--- config.mk ---
export PLATFORM = sky130hd
export DESIGN_NAME = mac_window_capture
export DESIGN_NICKNAME = d
export VERILOG_FILES = /design/src/rtl/mac_pkg.sv /design/src/rtl/mac_window_capture_if.sv /design/src/rtl/mac_result_fifo.sv /design/src/rtl/mac_window_capture.sv
export SDC_FILE = /design/constraint.sdc
export NUM_CORES = 1
export LEC_CHECK = 0
export CAP_MARGIN = 5
export CORE_UTILIZATION = 57
export CTS_BUF_LIST = sky130_fd_sc_hd__clkbuf_8 sky130_fd_sc_hd__clkbuf_16
export DETAILED_ROUTE_END_ITERATION = 10
export PLACE_DENSITY_LB_ADDON = 0.3
export SYNTH_ARGS = -nofsm -noshare
export SYNTH_HDL_FRONTEND = slang
export SYNTH_SLANG_ARGS = --single-unit
--- constraint.sdc ---
create_clock -name clk -period 4.4 [get_ports clk]
set_input_delay 0.44 -clock clk [delete_from_list [all_inputs] [get_ports clk]]
set_output_delay 0.44 -clock clk [all_outputs]
set_load 0.05 [all_outputs]
--- src/rtl/mac_pkg.sv ---
// Shared FSM state type and default widths for the mac window capture slice.
// Pure declarations: no latency, no flow control.
package mac_pkg;

  localparam int ACC_W_DEF = 16;
  localparam int LEN_W_DEF = 8;

  typedef enum logic {
    IDLE  = 1'b0,
    COUNT = 1'b1
  } state_t;

endpackage

--- src/rtl/mac_window_capture_if.sv ---
// Result stream bundle (vld/rdy/dat) between the result buffer and its consumer.
// A beat transfers when vld && rdy; the master holds dat/vld while rdy is low.
interface mac_window_capture_if #(
  parameter int W = 16
);

  logic         vld;
  logic         rdy;
  logic [W-1:0] dat;

  modport master (output vld, output dat, input rdy);
  modport slave  (input vld, input dat, output rdy);

endinterface

--- src/rtl/mac_result_fifo.sv ---
// Generic shift-style result FIFO of DEPTH entries, head at mem_q[0]; push visible next cycle.
// Backpressure: a push into a full FIFO without a same-cycle pop is dropped and flagged.
module mac_result_fifo #(
  parameter int W     = 16,
  parameter int DEPTH = 1
) (
  input  logic                        clk,
  input  logic                        reset_n,
  input  logic                        push_vld,
  input  logic [W-1:0]                push_dat,
  output logic                        drop,
  mac_window_capture_if.master        out_if
);

  localparam int CNT_W = $clog2(DEPTH + 1);

  logic [W-1:0]     mem_q [DEPTH];
  logic [W-1:0]     mem_d [DEPTH];
  logic [CNT_W-1:0] cnt_q;
  logic [CNT_W-1:0] cnt_d;
  logic [CNT_W-1:0] wr_idx;
  logic             pop;
  logic             accept;

  assign out_if.vld = (cnt_q != '0);
  assign out_if.dat = mem_q[0];

  always_comb begin
    pop    = (cnt_q != '0) && out_if.rdy;
    // A full FIFO still accepts when the head leaves in the same cycle.
    accept = push_vld && ((cnt_q != CNT_W'(DEPTH)) || pop);
    drop   = push_vld && !accept;
    wr_idx = cnt_q - CNT_W'(pop);
    mem_d  = mem_q;
    cnt_d  = cnt_q;
    if (pop) begin
      for (int i = 0; i < DEPTH - 1; i++) begin
        mem_d[i] = mem_q[i + 1];
      end
      cnt_d = cnt_d - CNT_W'(1);
    end
    if (accept) begin
      for (int i = 0; i < DEPTH; i++) begin
        if (CNT_W'(i) == wr_idx) begin
          mem_d[i] = push_dat;
        end
      end
      cnt_d = cnt_d + CNT_W'(1);
    end
  end

  always_ff @(posedge clk or negedge reset_n) begin
    if (!reset_n) begin
      cnt_q <= '0;
      for (int i = 0; i < DEPTH; i++) begin
        mem_q[i] <= '0;
      end
    end else begin
      cnt_q <= cnt_d;
      mem_q <= mem_d;
    end
  end

endmodule

--- src/rtl/mac_window_capture.sv ---
// Captures (end - base) of the mac accumulator over len updates; result valid 1 cycle after the final cycle.
// Backpressure via out_ready into a 1-entry buffer (2 with MAC_CAPTURE_FIFO2_EN); full-buffer drops set sticky overflow.
module mac_window_capture
  import mac_pkg::*;
#(
  parameter int ACC_W = ACC_W_DEF,
  parameter int LEN_W = LEN_W_DEF
) (
  input  logic             clk,
  input  logic             reset_n,
  input  logic [ACC_W-1:0] acc_in,
  input  logic             start,
  input  logic [LEN_W-1:0] len,
  input  logic             out_ready,
  input  logic             clr_ovf,
  output logic             out_valid,
  output logic [ACC_W-1:0] out_data,
  output logic             busy,
  output logic             overflow
);

`ifdef MAC_CAPTURE_FIFO2_EN
  localparam int FIFO_DEPTH = 2;
`else
  localparam int FIFO_DEPTH = 1;
`endif

  state_t           state_q, state_d;
  logic [LEN_W:0]   cnt_q, cnt_d;
  logic [LEN_W:0]   len_ld;
  logic [ACC_W-1:0] base_q, base_d;
  logic             ovf_q, ovf_d;
  logic             push_vld;
  logic [ACC_W-1:0] push_dat;
  logic             drop;

  mac_window_capture_if #(.W(ACC_W)) res_if ();

  always_comb begin
    // len of zero encodes the full 2^LEN_W window, hence the extra counter bit.
    len_ld   = (len == '0) ? {1'b1, {LEN_W{1'b0}}} : {1'b0, len};
    state_d  = state_q;
    cnt_d    = cnt_q;
    base_d   = base_q;
    push_vld = 1'b0;
    push_dat = acc_in - base_q;
    case (state_q)
      IDLE: begin
        if (start) begin
          base_d  = acc_in;
          cnt_d   = len_ld;
          state_d = COUNT;
        end
      end
      COUNT: begin
        if (cnt_q == (LEN_W + 1)'(1)) begin
          push_vld = 1'b1;
          if (start) begin
            base_d = acc_in;
            cnt_d  = len_ld;
          end else begin
            cnt_d   = '0;
            state_d = IDLE;
          end
        end else begin
          cnt_d = cnt_q - (LEN_W + 1)'(1);
        end
      end
      default: state_d = IDLE;
    endcase
    ovf_d = (ovf_q && !clr_ovf) || drop;
  end

  always_ff @(posedge clk or negedge reset_n) begin
    if (!reset_n) begin
      state_q <= IDLE;
      cnt_q   <= '0;
      base_q  <= '0;
      ovf_q   <= 1'b0;
    end else begin
      state_q <= state_d;
      cnt_q   <= cnt_d;
      base_q  <= base_d;
      ovf_q   <= ovf_d;
    end
  end

  mac_result_fifo #(
    .W     (ACC_W),
    .DEPTH (FIFO_DEPTH)
  ) u_fifo (
    .clk      (clk),
    .reset_n  (reset_n),
    .push_vld (push_vld),
    .push_dat (push_dat),
    .drop     (drop),
    .out_if   (res_if)
  );

  assign res_if.rdy = out_ready;
  assign out_valid  = res_if.vld;
  assign out_data   = res_if.dat;
  assign busy       = (state_q == COUNT);
  assign overflow   = ovf_q;

endmodule

==> results of run 1 <==
-- layout make-up --
type	count	area (um2)
Clock buffer	6	82.6
Fill cell	376	1330
Clock inverter	2	7.51
Sequential cell	44	1100
Timing Repair Buffer	50	488
Tap cell	67	83.8
Multi-Input combinational cell	221	1530
Inverter	26	97.6
-- sequential cells by signal, summed over array words and instances, names as in the netlist --
signal,flops
base_q,16
overflow,1
cnt_q,9
busy,1
u_fifo.out_if.vld,1
u_fifo.out_if.dat,16
-- cells by family (layout without fill, tap and decap cells) --
| family | after synthesis | after routing | synth area share [%] |
|---|---|---|---|
| simple gates | 99 | 99 | 18.6 |
| compound gates | 77 | 77 | 18.0 |
| flops | 44 | 44 | 39.2 |
| buf+inv | 41 | 84 | 6.24 |
| fa+ha+maj | 19 | 19 | 8.73 |
| mux | 15 | 15 | 5.75 |
| xor+xnor | 11 | 11 | 3.43 |
-- how the worst min path moves through the flow --
stage	from	slack, ps	depth (start not counted)	to
2_1_floorplan	reset_n	140	0	base_q[0]$_DFFE_PN0P_
3_3_place_gp	u_fifo.out_if.dat[1]$_DFFE_PN0P_	490	2	u_fifo.out_if.dat[1]$_DFFE_PN0P_
3_5_place_dp	u_fifo.out_if.dat[1]$_DFFE_PN0P_	490	2	u_fifo.out_if.dat[1]$_DFFE_PN0P_
4_1_cts	reset_n	330	1	base_q[3]$_DFFE_PN0P_
5_1_grt	reset_n	380	1	u_fifo.out_if.dat[3]$_DFFE_PN0P_
6_report	reset_n	290	1	base_q[3]$_DFFE_PN0P_
-- metrics by stage --
step	util [%]	setup slack [ps]	power, mW	instances
3_3_place_gp	69.9	1650	0.488	408
6_report	71.8	1580	0.741	416
3_5_place_dp	69.9	1610	0.489	408
5_1_grt	71.8	1360	0.766	416
4_1_cts	71.8	1600	0.748	416
2_1_floorplan	-	1760	0.443	306
-- layout by cell type (no fill, tap or decap), drive strengths merged, types with 4 or more instances in the layout --
cell type,synthesis,routed
clkdlybuf4s50,0,46
mux2,9,9
nand3,24,24
a21o,5,5
xnor2,7,7
and3,6,6
nor3,5,5
o221ai,6,6
buf,5,4
nand2b,10,10
ha,18,18
a21oi,13,13
o21ai,26,26
nor4,4,4
clkbuf,10,6
inv,26,28
xor2,4,4
nand2,23,23
dfrtp,44,44
mux2i,6,6
nor2,10,10
-- Yosys cell counts (6+ instances only) --
cell	n	area [um2]
dfrtp_1	44	1100
inv_1	26	97.6
nand3_1	24	120
nand2_1	23	86.3
o21ai_1	21	105
ha_1	18	225
a21oi_1	13	65.1
clkbuf_1	10	37.5
nand2b_1	10	62.6
nor2_1	10	37.5
xnor2_1	7	61.3
and3_1	6	37.5
mux2_2	6	67.6
mux2i_1	6	60.1
o221ai_1	6	52.6
-- layer usage --
metal / track usage (%) / part of all wire [%] / vias to the layer above
met5: 0 / 0 / -
met4: 10.9 / 1.3 / 0
met3: 5.14 / 5.3 / 9
met2: 42.5 / 50 / 66
met1: 33.7 / 44 / 1178
li1: - / - / 1190
-- power by group through the flow --
stage	Clock [mW]	Sequential, mW	Combinational (mW)
after floorplan	0	0.412	0.0312
after global placement	0	0.412	0.0763
after detailed placement	0	0.412	0.0770
after CTS	0.267	0.404	0.0772
after global routing	0.278	0.404	0.0839
final	0.261	0.404	0.0765
==> results.cfg, run 1 <==
[routing]
drt_iter0_drc = 166
wl_per_cell_um = 15.2
vias = 2443
ant_nets = 0
drc = 0
first_pass_iters = 5
viasPerCell = 5.87
drt-total-wl_mm = 6.31

[run]
drv_cap = 0

[clock_network]
cts.sinks = 44
cts_resized = 0
cts_buffer_depth = 2
hold_buffers = 0
cts-htree-levels = 2
worst_skew_pair.late_latency_ps = 300
cts_root_buffer = clkbuf_8
cts_inserted_buffers = 5
postCtsSetupRepairBufs = 0
path_clk_slew_ps = 80
tritoncts = yes

[grt]
grt_use_total_pct = 26.0
grt-ovfl-total = 0
grt_pass1_wl_mm = 10.5
antenna_found_initial = 0
grt_pass1_vias = 2293
grt_max_degree = 45

[setup_path]
reg2reg_slack_ps = 1580
r2r_cells = 9
criticalPathCategory = reg -> reg
endpoint = u_fifo.out_if.dat[12]$_DFFE_PN0P_
path_cells = or3_4 > and4bb_2 > and3_1 > ha_1 > buf_4 > inv_1 > or3_1 > nor3_1 > nor3_1
critPathLaunch = cnt_q[5]$_DFFE_PN0P_
cp_num_cells = 9
crit_required_ps = 4590
worstReg2RegStart = cnt_q[5]$_DFFE_PN0P_
crit_fanout = 23
cp_data_arrival_time_ps = 3010
worst_path_most_repeated_cell = nor3_1
cp-start-kind = register
path_delay_family = simple AND/OR/NAND/NOR gates
cp_slowest_stage_delay_ps = 440
crit_slowest_cell = dfrtp_1
critPathBufInv = 2
crit_path_end_kind = register
r2r-end = u_fifo.out_if.dat[12]$_DFFE_PN0P_

[yosys]
synth_warnings = 0
synthCells = 306
yosysSeqAreaShare_pct = 39.2
synthesis.area_mm2 = 0.00281
ys_seq_elements = 44
syn_nets = 354
syn_area_per_cell_um2 = 9.18
async_flop_share_pct = 100
ys_types = 53
synthFlopType = dfrtp_1
synth-edff-count = 0

[pwr]
p_sw_mw = 0.177
pwr-share-seq_pct = 54.5
pwr-share-comb_pct = 10.3
sw_frac_of_total_pct = 23.9
power_density_mw_per_mm2 = 219
intPower_mw = 0.564
leakage_nw = 1.60
ir_worst_vdd_uv = 182
power_frac_clock_pct = 35.2

[finish]
syn_to_final_growth_pct = 20.8
antenna_cells = 0
final_area_mm2 = 0.00339
drive_gt1_share_pct = 5.16
final_nets = 396

[floorplan]
die_w_um = 72.2
start_util_pct = 59.4
die_h_um = 72.2
die_area_mm2 = 0.00521
core_area_mm2 = 0.00472
io_pins = 48
row_count = 25

[timing]
min_period_ps = 2820
tightest_slew_ps = 980
clock_skew_ps = 5.94
holdWs_ps = 295
fmax_ghz = 0.355
rsz0062_at_grt = false
setup_viol_count_final = 0
hold_violations = 0
relSlewSlack_pct = 34.6
setup_tns_ps = 0
fin_crit_sh_pct = 64.1
slew_viol_final = 0

[place]
place.gp.congestion = 0.891
dp_hpwl_mm = 4.57
portBuffers = 47
placed_area_mm2 = 0.00330

[run_status]
status = completed

[worst_hold_path]
hp-class = in -> async
(Power assumes the default switching activity.)
==> run 2: changes to the inputs <==
CORE_UTILIZATION = 53   (was 57)
clock period = 2.6 ns   (was 4.4 ns; I/O delays follow)
==> run 2 against run 1 <==
Effect of this change:
- sequential power grew 69%
- utilization shrank 3.9 points
- sequential cell count is the same
- global-route usage shrank 0.092 points
- combinational power grew 73%
- via count grew 3.1%
- clock skew grew 2.0 ps
- sequential share of layout area shrank 0.74 points
- non-clock buffer count grew 8
- final area grew 2.3%
- largest cell class unchanged
==> results.cfg, run 2 (synthesis results as in run 1) <==
[run_status]
status = completed

[routing]
first_pass_iters = 4
drt_iter0_drc = 130
vias = 2519
wl_per_cell_um = 15.1
ant_nets = 0
drc = 0
viasPerCell = 5.90
drt-total-wl_mm = 6.46

[setup_path]
crit_path_end_kind = register
cp-start-kind = register
cp_slowest_stage_delay_ps = 450
cp_num_cells = 8
r2r-end = u_fifo.out_if.dat[14]$_DFFE_PN0P_
crit_slowest_cell = dfrtp_1
r2r_cells = 8
critPathLaunch = cnt_q[5]$_DFFE_PN0P_
worstReg2RegStart = cnt_q[5]$_DFFE_PN0P_
criticalPathCategory = reg -> reg
path_cells = or3_4 > and4bb_2 > and3_1 > ha_1 > buf_12 > nand2_1 > or4_1 > o311ai_1
critPathBufInv = 1
path_delay_family = simple AND/OR/NAND/NOR gates
cp_data_arrival_time_ps = 2630
reg2reg_slack_ps = 170
crit_required_ps = 2800
crit_fanout = 22

[grt]
antenna_found_initial = 0
grt_pass1_wl_mm = 10.9
grt_use_total_pct = 25.9
grt_pass1_vias = 2422
grt_max_degree = 45
grt-ovfl-total = 0

[place]
dp_hpwl_mm = 4.88
dp_slack_ps = 89.0
place.gp.congestion = 0.930
portBuffers = 47
placed_area_mm2 = 0.00338

[timing]
setup_tns_ps = 0
clock_skew_ps = 7.95
hold_violations = 0
holdWs_ps = 107
fin_crit_sh_pct = 93.5
slew_viol_final = 0
min_period_ps = 2430
setup_slack_ps = 169
rsz0062_at_grt = false
relSlewSlack_pct = 32.6
setup_viol_count_final = 0
fmax_ghz = 0.411
tightest_slew_ps = 1010

[clock_network]
tritoncts = yes
cts_root_buffer = clkbuf_8
postCtsSetupRepairBufs = 0
cts.sinks = 44
path_clk_slew_ps = 90
cts_buffer_depth = 2
cts_inserted_buffers = 5
hold_buffers = 0
worst_skew_pair.late_latency_ps = 300
cts_resized = 0
cts-htree-levels = 2

[pwr]
p_sw_mw = 0.313
intPower_mw = 0.959
power_frac_clock_pct = 35.9
total_power_mw = 1.27
pwr-share-seq_pct = 53.7
sw_frac_of_total_pct = 24.6
pwr-share-comb_pct = 10.4
power_density_mw_per_mm2 = 367
ir_worst_vdd_uv = 221
leakage_nw = 1.64

[run]
drv_cap = 0

[finish]
syn_to_final_growth_pct = 23.6
antenna_cells = 0
drive_gt1_share_pct = 7.84
layout_commonest_cell = clkdlybuf4s50_1
multi_input_area_mm2 = 0.00153
final_cell_mix = 46 x clkdlybuf4s50_1, 44 x dfrtp_1, 26 x inv_1
seqCellArea_mm2 = 0.00110
final_area_mm2 = 0.00347
final_nets = 404
fill_cells = 439

[floorplan]
io_pins = 48
die_w_um = 74.8
die_h_um = 74.8
core_area_mm2 = 0.00511
start_util_pct = 55.0
die_area_mm2 = 0.00559
row_count = 26

[worst_hold_path]
hp-class = in -> async
## run 2: cell types whose count changed in the layout (fill, tap and decap cells not counted), sizes merged
cell    previous run  this run
buf                4        12
clkinv             0         2
inv               28        26
## run 2: how the worst max path moves through the flow
stage / slack (ps) / to
3_5_place_dp: 90 / u_fifo.out_if.dat[14]$_DFFE_PN0P_
4_1_cts: 160 / u_fifo.out_if.dat[14]$_DFFE_PN0P_
5_1_grt: 0.8 / u_fifo.out_if.dat[14]$_DFFE_PN0P_
3_3_place_gp: 190 / u_fifo.out_if.dat[14]$_DFFE_PN0P_
2_1_floorplan: 50 / u_fifo.out_if.dat[4]$_DFFE_PN0P_
6_report: 170 / u_fifo.out_if.dat[14]$_DFFE_PN0P_
## run 2: area by class of cell
type	instances	share of cell area, %
clock inverters	2	0.288
well taps	70	2.52
repair buffers	58	16.1
inverters	26	2.81
clock buffers	6	2.38
flip-flops and latches	44	31.7
multi-input cells	221	44.1
## run 2: per-stage QoR
stage                     std cells  util [%]
final                           427      68.0
after CTS                       427      68.0
after floorplan                 306         -
after global routing            427      68.0
after global placement          419      66.1
after detailed placement        419      66.1
## run 2: layer usage
metal	vias to the layer above	wire length (um)	global-route usage, %
met5	-	0	0
met4	0	108	9.01
met3	11	357	5.22
met2	80	3080	41.1
met1	1223	2920	35.2
li1	1205	-	-
## run 2: power by group through the flow
stage          Sequential [mW]  Clock, mW  Combinational [mW]
4_1_cts                  0.684      0.468               0.133
3_5_place_dp             0.697          0               0.132
6_report                 0.684      0.457               0.132
5_1_grt                  0.684      0.490               0.147
2_1_floorplan            0.697          0              0.0528
3_3_place_gp             0.697          0               0.130
## run 2: worst reg2reg max path, delay by kind of cell, from the launching register on
| kind | cells | cell delay (ps) |
|---|---|---|
| adder cells (fa/ha/maj) | 1 | 220 |
| buffers and inverters | 1 | 180 |
| AND/OR/NAND/NOR | 5 | 1390 |
| AO/OA/AOI/OAI | 1 | 90 |
| flip-flops | 1 | 450 |
==> run 3: changes to the inputs <==
CORE_MARGIN = 2   (was default)
==> run 3 against run 2 <==
Effect of this change:
- utilization rose by 0.64 points
- wire length rose by 5.4%
- sequential power barely moved
- non-clock buffer count rose by 4
- total power rose by 0.87%
- largest power group unchanged
- final area rose by 0.94%
==> results.cfg, run 3 (synthesis results as in run 1) <==
[run_status]
status = completed

[routing]
drc = 0
ant_nets = 0
wl_per_cell_um = 15.8
viasPerCell = 5.92
drt_iter0_drc = 183
drt-total-wl_mm = 6.81
vias = 2551
first_pass_iters = 4

[clock_network]
cts_root_buffer = clkbuf_8
cts_inserted_buffers = 5
worst_skew_pair.late_latency_ps = 310
path_clk_slew_ps = 90
cts-htree-levels = 2
cts_buffer_depth = 2
cts.sinks = 44
cts_resized = 0
tritoncts = yes

[place]
dpl.cell_count = 422
placed_area_mm2 = 0.00340
dp_slack_ps = 90.4
portBuffers = 47
place.gp.congestion = 0.891
dp_hpwl_mm = 5.14

[finish]
stdcell_count = 431
multi_input_area_mm2 = 0.00153
seqCellArea_mm2 = 0.00110
final_nets = 408
drive_gt1_share_pct = 8.59
fill_cells = 437
layout_commonest_cell = clkdlybuf4s50_1
final_area_mm2 = 0.00350
antenna_cells = 0
syn_to_final_growth_pct = 24.8
final_cell_mix = 46 x clkdlybuf4s50_1, 44 x dfrtp_1, 26 x inv_1

[setup_path]
crit_required_ps = 2810
crit_path_end_kind = register
cp_data_arrival_time_ps = 2670
cp-start-kind = register
crit_fanout = 22
criticalPathCategory = reg -> reg

[floorplan]
die_h_um = 76.8
die_w_um = 76.8
die_area_mm2 = 0.00590
io_pins = 48
core_area_mm2 = 0.00511
start_util_pct = 55.0
row_count = 26

[timing]
rsz0062_at_grt = false
setup_slack_ps = 138
tightest_slew_ps = 510
setup_viol_count_final = 0
hold_violations = 0
fmax_ghz = 0.406
relSlewSlack_pct = 65.9
setup_tns_ps = 0
min_period_ps = 2460
slew_viol_final = 0
fin_crit_sh_pct = 94.7
clock_skew_ps = 5.13

[grt]
grt-ovfl-total = 0
antenna_found_initial = 0
grt_pass1_vias = 2455
grt_pass1_wl_mm = 11.3
grt_max_degree = 29
grt_use_total_pct = 24.0

[run]
drv_cap = 0

[pwr]
power_density_mw_per_mm2 = 366
ir_worst_vdd_uv = 197
leakage_nw = 1.66

[worst_hold_path]
hp-class = in -> async
## run 3: through the flow
stage | util (%) | power (mW) | hold slack [ps]
2_1_floorplan | - | 0.750 | -35.6
3_3_place_gp | 66.6 | 0.830 | 202
3_5_place_dp | 66.6 | 0.832 | 217
4_1_cts | 68.6 | 1.28 | 417
5_1_grt | 68.6 | 1.32 | 452
6_report | 68.6 | 1.28 | 399
## run 3: worst paths after layout
path | from | to | slack (ps) | depth (start not counted)
min in group clk | u_fifo.out_if.dat[8]$_DFFE_PN0P_ | u_fifo.out_if.dat[8]$_DFFE_PN0P_ | 500 | 2
max in group asynchronous | reset_n | cnt_q[3]$_DFFE_PN0P_ | 1490 | 3
min | reset_n | u_fifo.out_if.dat[3]$_DFFE_PN0P_ | 400 | 2
min reg2reg | u_fifo.out_if.dat[8]$_DFFE_PN0P_ | u_fifo.out_if.dat[8]$_DFFE_PN0P_ | 500 | 2
max reg2reg | cnt_q[5]$_DFFE_PN0P_ | u_fifo.out_if.dat[14]$_DFFE_PN0P_ | 140 | 8
max | cnt_q[5]$_DFFE_PN0P_ | u_fifo.out_if.dat[14]$_DFFE_PN0P_ | 140 | 8
## run 3: layout make-up
cell class                      count  area share, %
Clock inverter                      2          0.286
Tap cell                           70           2.50
Inverter                           26           2.79
Clock buffer                        6           2.36
Sequential cell                    44           31.4
Timing Repair Buffer               62           16.9
Multi-Input combinational cell    221           43.7
## run 3: what timing repair did
action,CTS,global route
setup buffers,0,0
hold buffers,1,0
endpoints found under the setup margin,0,0
endpoints found under the hold margin,16,0
## run 3: critical path, cell delays in order (launching register included)
cell and delay (ps):
dfrtp_1 460, or3_4 440, and4bb_2 330, and3_1 160
ha_1 230, buf_12 180, nand2_1 70, or4_1 400
o311ai_1 90
## run 3: metal layers
metal / up-vias / track usage (%) / part of all wire [%]
met1: 1251 / 31.6 / 44
met3: 8 / 3.53 / 4.9
met4: 0 / 8.91 / 1.4
li1: 1219 / - / -
met2: 73 / 40.1 / 49
met5: - / 0 / 0
## run 3: power by group
| group | internal (mW) | total [mW] | switching [mW] |
|---|---|---|---|
| Clock | 0.213 | 0.462 | 0.250 |
| Combinational | 0.0669 | 0.138 | 0.0707 |
| Sequential | 0.684 | 0.684 | 0.0000000000000000184 |
| Total | 0.963 | 1.28 | 0.321 |
